--- src/rtl/multicycle_control_if.sv ---
// rtl/multicycle_control_if.sv - datapath-side signal bundle of the multicycle main control FSM
//
// Purpose: groups the instruction/status inputs and the control strobes that
// pass between the main control FSM and the datapath.
// Ports (as seen by the master = control FSM):
//   in : opcode[3:0], zero, mem_ready
//   out: alu_op[2:0], alu_src, reg_dst, mem_to_reg, reg_write, mem_read,
//        mem_write, ir_write, pc_write, pc_src[1:0], illegal, retire,
//        retired_count[15:0]
interface multicycle_control_if;
  logic [3:0]  opcode;
  logic        zero;
  logic        mem_ready;
  logic [2:0]  alu_op;
  logic        alu_src;
  logic        reg_dst;
  logic        mem_to_reg;
  logic        reg_write;
  logic        mem_read;
  logic        mem_write;
  logic        ir_write;
  logic        pc_write;
  logic [1:0]  pc_src;
  logic        illegal;
  logic        retire;
  logic [15:0] retired_count;

  modport master (
    input  opcode, zero, mem_ready,
    output alu_op, alu_src, reg_dst, mem_to_reg, reg_write, mem_read,
           mem_write, ir_write, pc_write, pc_src, illegal, retire,
           retired_count
  );

  modport slave (
    output opcode, zero, mem_ready,
    input  alu_op, alu_src, reg_dst, mem_to_reg, reg_write, mem_read,
           mem_write, ir_write, pc_write, pc_src, illegal, retire,
           retired_count
  );
endinterface

--- src/rtl/multicycle_control.sv ---
// rtl/multicycle_control.sv - multicycle main control FSM for the 16-bit RISC core
//
// Purpose: sequences each instruction through FETCH, DECODE, EXEC, MEM and WB,
// drives the ALU operation code and datapath strobes, traps undefined opcodes
// and counts retired instructions.
// Ports:
//   clk   : system clock, rising edge
//   rst_n : asynchronous active-low reset
//   bus   : multicycle_control_if.master (opcode/zero/mem_ready in, strobes out)
module multicycle_control (
  input  logic                        clk,
  input  logic                        rst_n,
  multicycle_control_if.master        bus
);

  typedef enum logic [2:0] {
    S_FETCH  = 3'd0,
    S_DECODE = 3'd1,
    S_EXEC   = 3'd2,
    S_MEM    = 3'd3,
    S_WB     = 3'd4,
    S_TRAP   = 3'd5
  } state_t;

  state_t      state;
  state_t      state_nxt;
  logic [3:0]  op_q;
  logic [15:0] count_q;

  logic       is_ld, is_st, is_r, is_beq, is_bne, is_jmp;
  logic [2:0] r_op;
  logic [2:0] exec_alu_op;
  logic       op_illegal;

  // Class decode of the latched opcode (used from EXEC onwards).
  assign is_ld  = (op_q == 4'h0);
  assign is_st  = (op_q == 4'h1);
  assign is_r   = (op_q >= 4'h2) && (op_q <= 4'h9);
  assign is_beq = (op_q == 4'hB);
  assign is_bne = (op_q == 4'hC);
  assign is_jmp = (op_q == 4'hD);

  // R-type ALU code is opcode - 2; modulo-8 arithmetic on the low bits gives
  // the same result for 0010..1001.
  assign r_op = op_q[2:0] - 3'd2;

  assign exec_alu_op = is_r ? r_op :
                       (is_beq || is_bne) ? 3'b001 : 3'b000;

  // DECODE decides on the live IR opcode, which is valid from this cycle on.
  assign op_illegal = (bus.opcode == 4'hA) || (bus.opcode == 4'hE) ||
                      (bus.opcode == 4'hF);

  always_ff @(posedge clk or negedge rst_n) begin
    if (!rst_n) begin
      state   <= S_FETCH;
      op_q    <= 4'h0;
      count_q <= 16'h0000;
    end else begin
      state <= state_nxt;
      if (state == S_DECODE) begin
        op_q <= bus.opcode;
      end
      if (bus.retire) begin
        count_q <= count_q + 16'd1;
      end
    end
  end

  assign bus.retired_count = count_q;

  always_comb begin
    state_nxt      = state;
    bus.alu_op     = 3'b000;
    bus.alu_src    = 1'b0;
    bus.reg_dst    = 1'b0;
    bus.mem_to_reg = 1'b0;
    bus.reg_write  = 1'b0;
    bus.mem_read   = 1'b0;
    bus.mem_write  = 1'b0;
    bus.ir_write   = 1'b0;
    bus.pc_write   = 1'b0;
    bus.pc_src     = 2'b00;
    bus.illegal    = 1'b0;
    bus.retire     = 1'b0;

    case (state)
      S_FETCH: begin
        bus.mem_read = 1'b1;
        if (bus.mem_ready) begin
          bus.ir_write = 1'b1;
          bus.pc_write = 1'b1;
          state_nxt    = S_DECODE;
        end
      end
      S_DECODE: begin
        state_nxt = op_illegal ? S_TRAP : S_EXEC;
      end
      S_EXEC: begin
        bus.alu_op = exec_alu_op;
        state_nxt  = S_FETCH;
        if (is_r) begin
          state_nxt = S_WB;
        end else if (is_ld || is_st) begin
          bus.alu_src = 1'b1;
          state_nxt   = S_MEM;
        end else if (is_beq || is_bne) begin
          bus.pc_write = is_beq ? bus.zero : !bus.zero;
          bus.pc_src   = 2'b01;
          bus.retire   = 1'b1;
        end else if (is_jmp) begin
          bus.pc_write = 1'b1;
          bus.pc_src   = 2'b10;
          bus.retire   = 1'b1;
        end
      end
      S_MEM: begin
        bus.alu_op    = exec_alu_op;
        bus.alu_src   = 1'b1;
        bus.mem_read  = is_ld;
        bus.mem_write = is_st;
        if (bus.mem_ready) begin
          if (is_ld) begin
            state_nxt = S_WB;
          end else begin
            bus.retire = 1'b1;
            state_nxt  = S_FETCH;
          end
        end
      end
      S_WB: begin
        bus.reg_write  = 1'b1;
        bus.retire     = 1'b1;
        bus.mem_to_reg = is_ld;
        bus.reg_dst    = is_r;
        state_nxt      = S_FETCH;
      end
      S_TRAP: begin
        bus.illegal = 1'b1;
      end
      default: begin
        state_nxt = S_FETCH;
      end
    endcase

    // Reset forces every output low at once, abandoning any memory request.
    if (!rst_n) begin
      bus.alu_op     = 3'b000;
      bus.alu_src    = 1'b0;
      bus.reg_dst    = 1'b0;
      bus.mem_to_reg = 1'b0;
      bus.reg_write  = 1'b0;
      bus.mem_read   = 1'b0;
      bus.mem_write  = 1'b0;
      bus.ir_write   = 1'b0;
      bus.pc_write   = 1'b0;
      bus.pc_src     = 2'b00;
      bus.illegal    = 1'b0;
      bus.retire     = 1'b0;
    end
  end

endmodule

--- src/flat_wrapper.sv ---
// flat-port wrapper written by rule: the top's interface ports become plain ports
module multicycle_control_flat 
  (clk, rst_n, bus_opcode, bus_zero, bus_mem_ready, bus_alu_op, bus_alu_src, bus_reg_dst, bus_mem_to_reg, bus_reg_write, bus_mem_read, bus_mem_write, bus_ir_write, bus_pc_write, bus_pc_src, bus_illegal, bus_retire, bus_retired_count);
  multicycle_control_if bus_i ();
  input  logic clk;
  input  logic rst_n;
  input wire logic [$bits(bus_i.opcode)-1:0] bus_opcode;
  input wire logic [$bits(bus_i.zero)-1:0] bus_zero;
  input wire logic [$bits(bus_i.mem_ready)-1:0] bus_mem_ready;
  output wire logic [$bits(bus_i.alu_op)-1:0] bus_alu_op;
  output wire logic [$bits(bus_i.alu_src)-1:0] bus_alu_src;
  output wire logic [$bits(bus_i.reg_dst)-1:0] bus_reg_dst;
  output wire logic [$bits(bus_i.mem_to_reg)-1:0] bus_mem_to_reg;
  output wire logic [$bits(bus_i.reg_write)-1:0] bus_reg_write;
  output wire logic [$bits(bus_i.mem_read)-1:0] bus_mem_read;
  output wire logic [$bits(bus_i.mem_write)-1:0] bus_mem_write;
  output wire logic [$bits(bus_i.ir_write)-1:0] bus_ir_write;
  output wire logic [$bits(bus_i.pc_write)-1:0] bus_pc_write;
  output wire logic [$bits(bus_i.pc_src)-1:0] bus_pc_src;
  output wire logic [$bits(bus_i.illegal)-1:0] bus_illegal;
  output wire logic [$bits(bus_i.retire)-1:0] bus_retire;
  output wire logic [$bits(bus_i.retired_count)-1:0] bus_retired_count;
  assign bus_i.opcode = bus_opcode;
  assign bus_i.zero = bus_zero;
  assign bus_i.mem_ready = bus_mem_ready;
  assign bus_alu_op = bus_i.alu_op;
  assign bus_alu_src = bus_i.alu_src;
  assign bus_reg_dst = bus_i.reg_dst;
  assign bus_mem_to_reg = bus_i.mem_to_reg;
  assign bus_reg_write = bus_i.reg_write;
  assign bus_mem_read = bus_i.mem_read;
  assign bus_mem_write = bus_i.mem_write;
  assign bus_ir_write = bus_i.ir_write;
  assign bus_pc_write = bus_i.pc_write;
  assign bus_pc_src = bus_i.pc_src;
  assign bus_illegal = bus_i.illegal;
  assign bus_retire = bus_i.retire;
  assign bus_retired_count = bus_i.retired_count;
  multicycle_control u_core (.clk(clk), .rst_n(rst_n), .bus(bus_i));
endmodule
--- config.mk ---
export PLATFORM = sky130hd
export DESIGN_NAME = multicycle_control_flat
export DESIGN_NICKNAME = d
export VERILOG_FILES = /design/src/rtl/multicycle_control_if.sv /design/src/rtl/multicycle_control.sv /design/src/flat_wrapper.sv
export SDC_FILE = /design/constraint.sdc
export NUM_CORES = 1
export LEC_CHECK = 0
export BUFFER_PORTS_ARGS = -buffer_cell sky130_fd_sc_hd__buf_2
export CELL_PAD_IN_SITES_DETAIL_PLACEMENT = 1
export CELL_PAD_IN_SITES_GLOBAL_PLACEMENT = 2
export CORE_ASPECT_RATIO = 0.75
export CORE_UTILIZATION = 28
export CTS_CLUSTER_SIZE = 40
export DETAILED_ROUTE_END_ITERATION = 10
export PLACE_DENSITY = 0.82
export SYNTH_ARGS = -nofsm -noshare
export SYNTH_HDL_FRONTEND = slang
export SYNTH_SLANG_ARGS = --single-unit
--- constraint.sdc ---
create_clock -name clk -period 1.9 [get_ports clk]
set_input_delay 0.095 -clock clk [delete_from_list [all_inputs] [get_ports clk]]
set_output_delay 0.095 -clock clk [all_outputs]
set_load 0.03 [all_outputs]
==> results.yml <==
placement:
  hpwl_mm: 2.92
  gp_congestion: 0.844
  io_buffers: 38
  place_area_um2: 1810
die:
  start_util: 0.293
  die_y_um: 64.2
  pin_count: 39
  coreArea_um2: 4930
  die_area_um2: 5450
  row_count: 22
  die_x_um: 84.9
timing:
  period_minus_slack_ns: 1.94
  drv_slew: 0
  worst_pin_slew_ns: 0.481
  fmax_mhz: 516
  fin_worst_skew_ns: 0.00492
  setup_tns_ns: -0.0496
  layout_setup_ws_ns: -0.0387
  fin_crit_sh: 1.02
  holdWs_ns: 0.0678
  slew_headroom: 0.677
  setup_violations: 2
  rsz0062_at_grt: "yes"
  final_hold_viol_count: 0
run:
  drv_cap: 0
yosys:
  syn_inst: 150
  yosysTopAreaCell: "dfrtp_1"
  ys_warn_count: 0
  synth_edf_count: 0
  synth.top_cell.area_share: 0.399
  syn-mean-instance-area_um2: 9.63
  synthTopCellsByArea: "dfrtp_1, xor2_1, nor3_1, nor2_1, xnor2_1"
  ys.flop_type: "dfrtp_1"
  ys_seq_area_frac: 0.399
  syn_area_um2: 1440
  synth.distinct_cells: 48
  ys_async_sr_fraction: 1.00
  ys_ff_latch: 23
  synthesis.nets: 159
worst_setup_path:
  ff2ff_setup_slack_ns: -0.01
  crit_path_end_kind: "primary output"
  r2r-end: "u_core.bus.retired_count[8]"
  r2r.worst_path.cells: 6
  worstPathRequired_ns: 1.80
  worstSetupPathType: "reg2out"
  critPathLaunchType: "register"
  cp.arrival_ns: 1.84
  rr_startpoint: "u_core.op_q[2]"
  cp_max_fo: 4
routing:
  dr.pass1.iters: 6
  drtIter0Drc: 65
  route.detailed.drc: 0
  postRouteWirelength_mm: 3.93
  ant_nets: 0
  vias_per_cell: 5.00
  routedWlPerCell_um: 14.5
  vias: 1349
grt:
  gr-usage-met2: 0.218
  antenna_found_initial: 0
  overflow: 0
  grt_max_degree: 25
  grtUsageMet1: 0.214
  grt_usage: 0.146
  grt_pass1_wl_mm: 6.24
  grt_pass1_vias: 1288
  grt_busiest_layer: "met2"
  use_met3: 0.0297
finish:
  regArea_um2: 576
  multiInputGateArea_um2: 935
  layout.nets: 220
  area_growth_pct: 42.4
  fin_util: 0.417
  layout-drive-gt1-share: 0.462
  antennaDiodeCount: 0
  postLayoutCellArea_um2: 2060
  fillers: 576
power_and_ir_drop:
  power_mw: 2.54
  combPwrFrac: 0.606
  p_switching_mw: 1.13
  ir_drop_mv: 0.375
  power_frac_seq: 0.276
  cellInternalPower_mw: 1.41
  p_leak_nw: 1.04
  power_density_nw_per_um2: 1230
  switching_share: 0.446
  p_clk_frac: 0.118
worst_hold_path:
  min_path_cells: 3
  hold_path_class: "in2reg"
  hold_end: "u_core.op_q[0]"
  min_from: "bus_opcode[0]"
cts:
  cts.sinks: 23
  cts_made_buffers: 3
  ctsRootBufferMaster: "clkbuf_8"
  cts_htree_levels: 1
  cts_tree: "yes"
  clockBufferDepth: 2
  insertion_delay_ns: 0.26
  clkTransAtPathRegs_ns: 0.07
run_status:
  outcome: "finished with violations"
  violations: "setup timing"
cell usage in the layout (no fill, tap or decap), types with 3 or more instances in the layout:
master / netlist / final
nor2_1: 14 / 9
xnor2_1: 6 / 5
inv_1: 5 / 5
nor2b_1: 3 / 3
nand4_1: 4 / 4
nand3_1: 7 / 5
clkbuf_8: 0 / 3
nor3_2: 0 / 3
xor2_1: 11 / 11
nor2_4: 1 / 3
nand2_1: 10 / 10
buf_2: 4 / 32
dfrtp_1: 23 / 23
buf_4: 0 / 27
nor3_1: 11 / 7
a21oi_1: 6 / 5
nand3b_1: 4 / 4
nor2_2: 0 / 3
mux2_2: 3 / 3
nand2b_1: 3 / 3
buf_6: 1 / 3
area by class of cell:
class | instances | area share
Sequential cell | 23 | 0.280
Multi-Input combinational cell | 115 | 0.455
Timing Repair Buffer | 63 | 0.198
Inverter | 5 | 0.00913
Clock buffer | 4 | 0.0219
Tap cell | 60 | 0.0365
cell families (layout without fill, tap and decap cells):
kind of cell             count (synthesis)  after routing  synth area share
AO/OA/AOI/OAI                           21             21             0.121
XOR/XNOR                                17             17             0.103
adder cells (fa/ha/maj)                  1              1           0.00866
buffers and inverters                   12             72            0.0399
flip-flops                              23             23             0.399
multiplexers                             5              5            0.0407
AND/OR/NAND/NOR                         71             71             0.288
state kept, by name, summed over array words and instances (netlist names):
register / flops
u_core.op_q: 4
u_core.state: 3
u_core.bus.retired_count: 16
how the worst max path moves through the flow:
stage | start | end | cells after the start
6_report | u_core.op_q[1] | bus_retire | 5
5_1_grt | u_core.op_q[2] | bus_retire | 5
4_1_cts | u_core.op_q[1] | bus_retire | 5
3_5_place_dp | u_core.op_q[1] | u_core.bus.retired_count[1] | 5
3_3_place_gp | u_core.op_q[1] | u_core.bus.retired_count[1] | 5
2_1_floorplan | u_core.op_q[1] | u_core.bus.retired_count[1] | 6
metrics by stage:
| stage | cells | setup slack (ns) |
|---|---|---|
| after floorplan | 150 | -0.106 |
| after global placement | 260 | 0.00225 |
| after detailed placement | 260 | -0.0249 |
| after CTS | 267 | -0.0617 |
| after global routing | 270 | -0.117 |
| final | 270 | -0.0387 |
Yosys cell counts, drive strengths merged, types with 2 or more instances:
| cell type | number |
|---|---|
| dfrtp | 23 |
| nor2 | 15 |
| nor3 | 11 |
| xor2 | 11 |
| nand2 | 10 |
| a21oi | 7 |
| nand3 | 7 |
| buf | 6 |
| xnor2 | 6 |
| inv | 5 |
| nand3b | 5 |
| mux2 | 4 |
| nand2b | 4 |
| nand4 | 4 |
| nor2b | 3 |
| and3 | 2 |
| nor4 | 2 |
| nor4b | 2 |
| o21ai | 2 |
| o22ai | 2 |
critical path, stage by stage (launching register included):
cell     delay (ns)
dfrtp_1        0.41
or4_4          0.53
a32o_2         0.31
nor2_4         0.14
a21oi_4        0.06
buf_6          0.14
what timing repair did:
action,CTS,global route
resized for setup,5,30
hold buffers,1,0
buffers inserted,2,3
pin swaps,2,11
hold endpoints to repair,23,0
endpoints found under the setup margin,3,21
power groups by stage:
stage                     logic [mW]  registers [mW]  clock network [mW]
after floorplan                0.881           0.722                   0
after global placement          1.35           0.700                   0
after detailed placement        1.35           0.709                   0
after CTS                       1.40           0.699               0.317
after global routing            1.67           0.718               0.334
final                           1.54           0.700               0.299
routing by layer:
metal / part of all wire / vias to the layer above
met2: 0.45 / 19
met5: 0 / -
met4: 0.0074 / 0
li1: - / 654
met1: 0.52 / 674
met3: 0.023 / 2
Power figures use the tool's default switching activity.
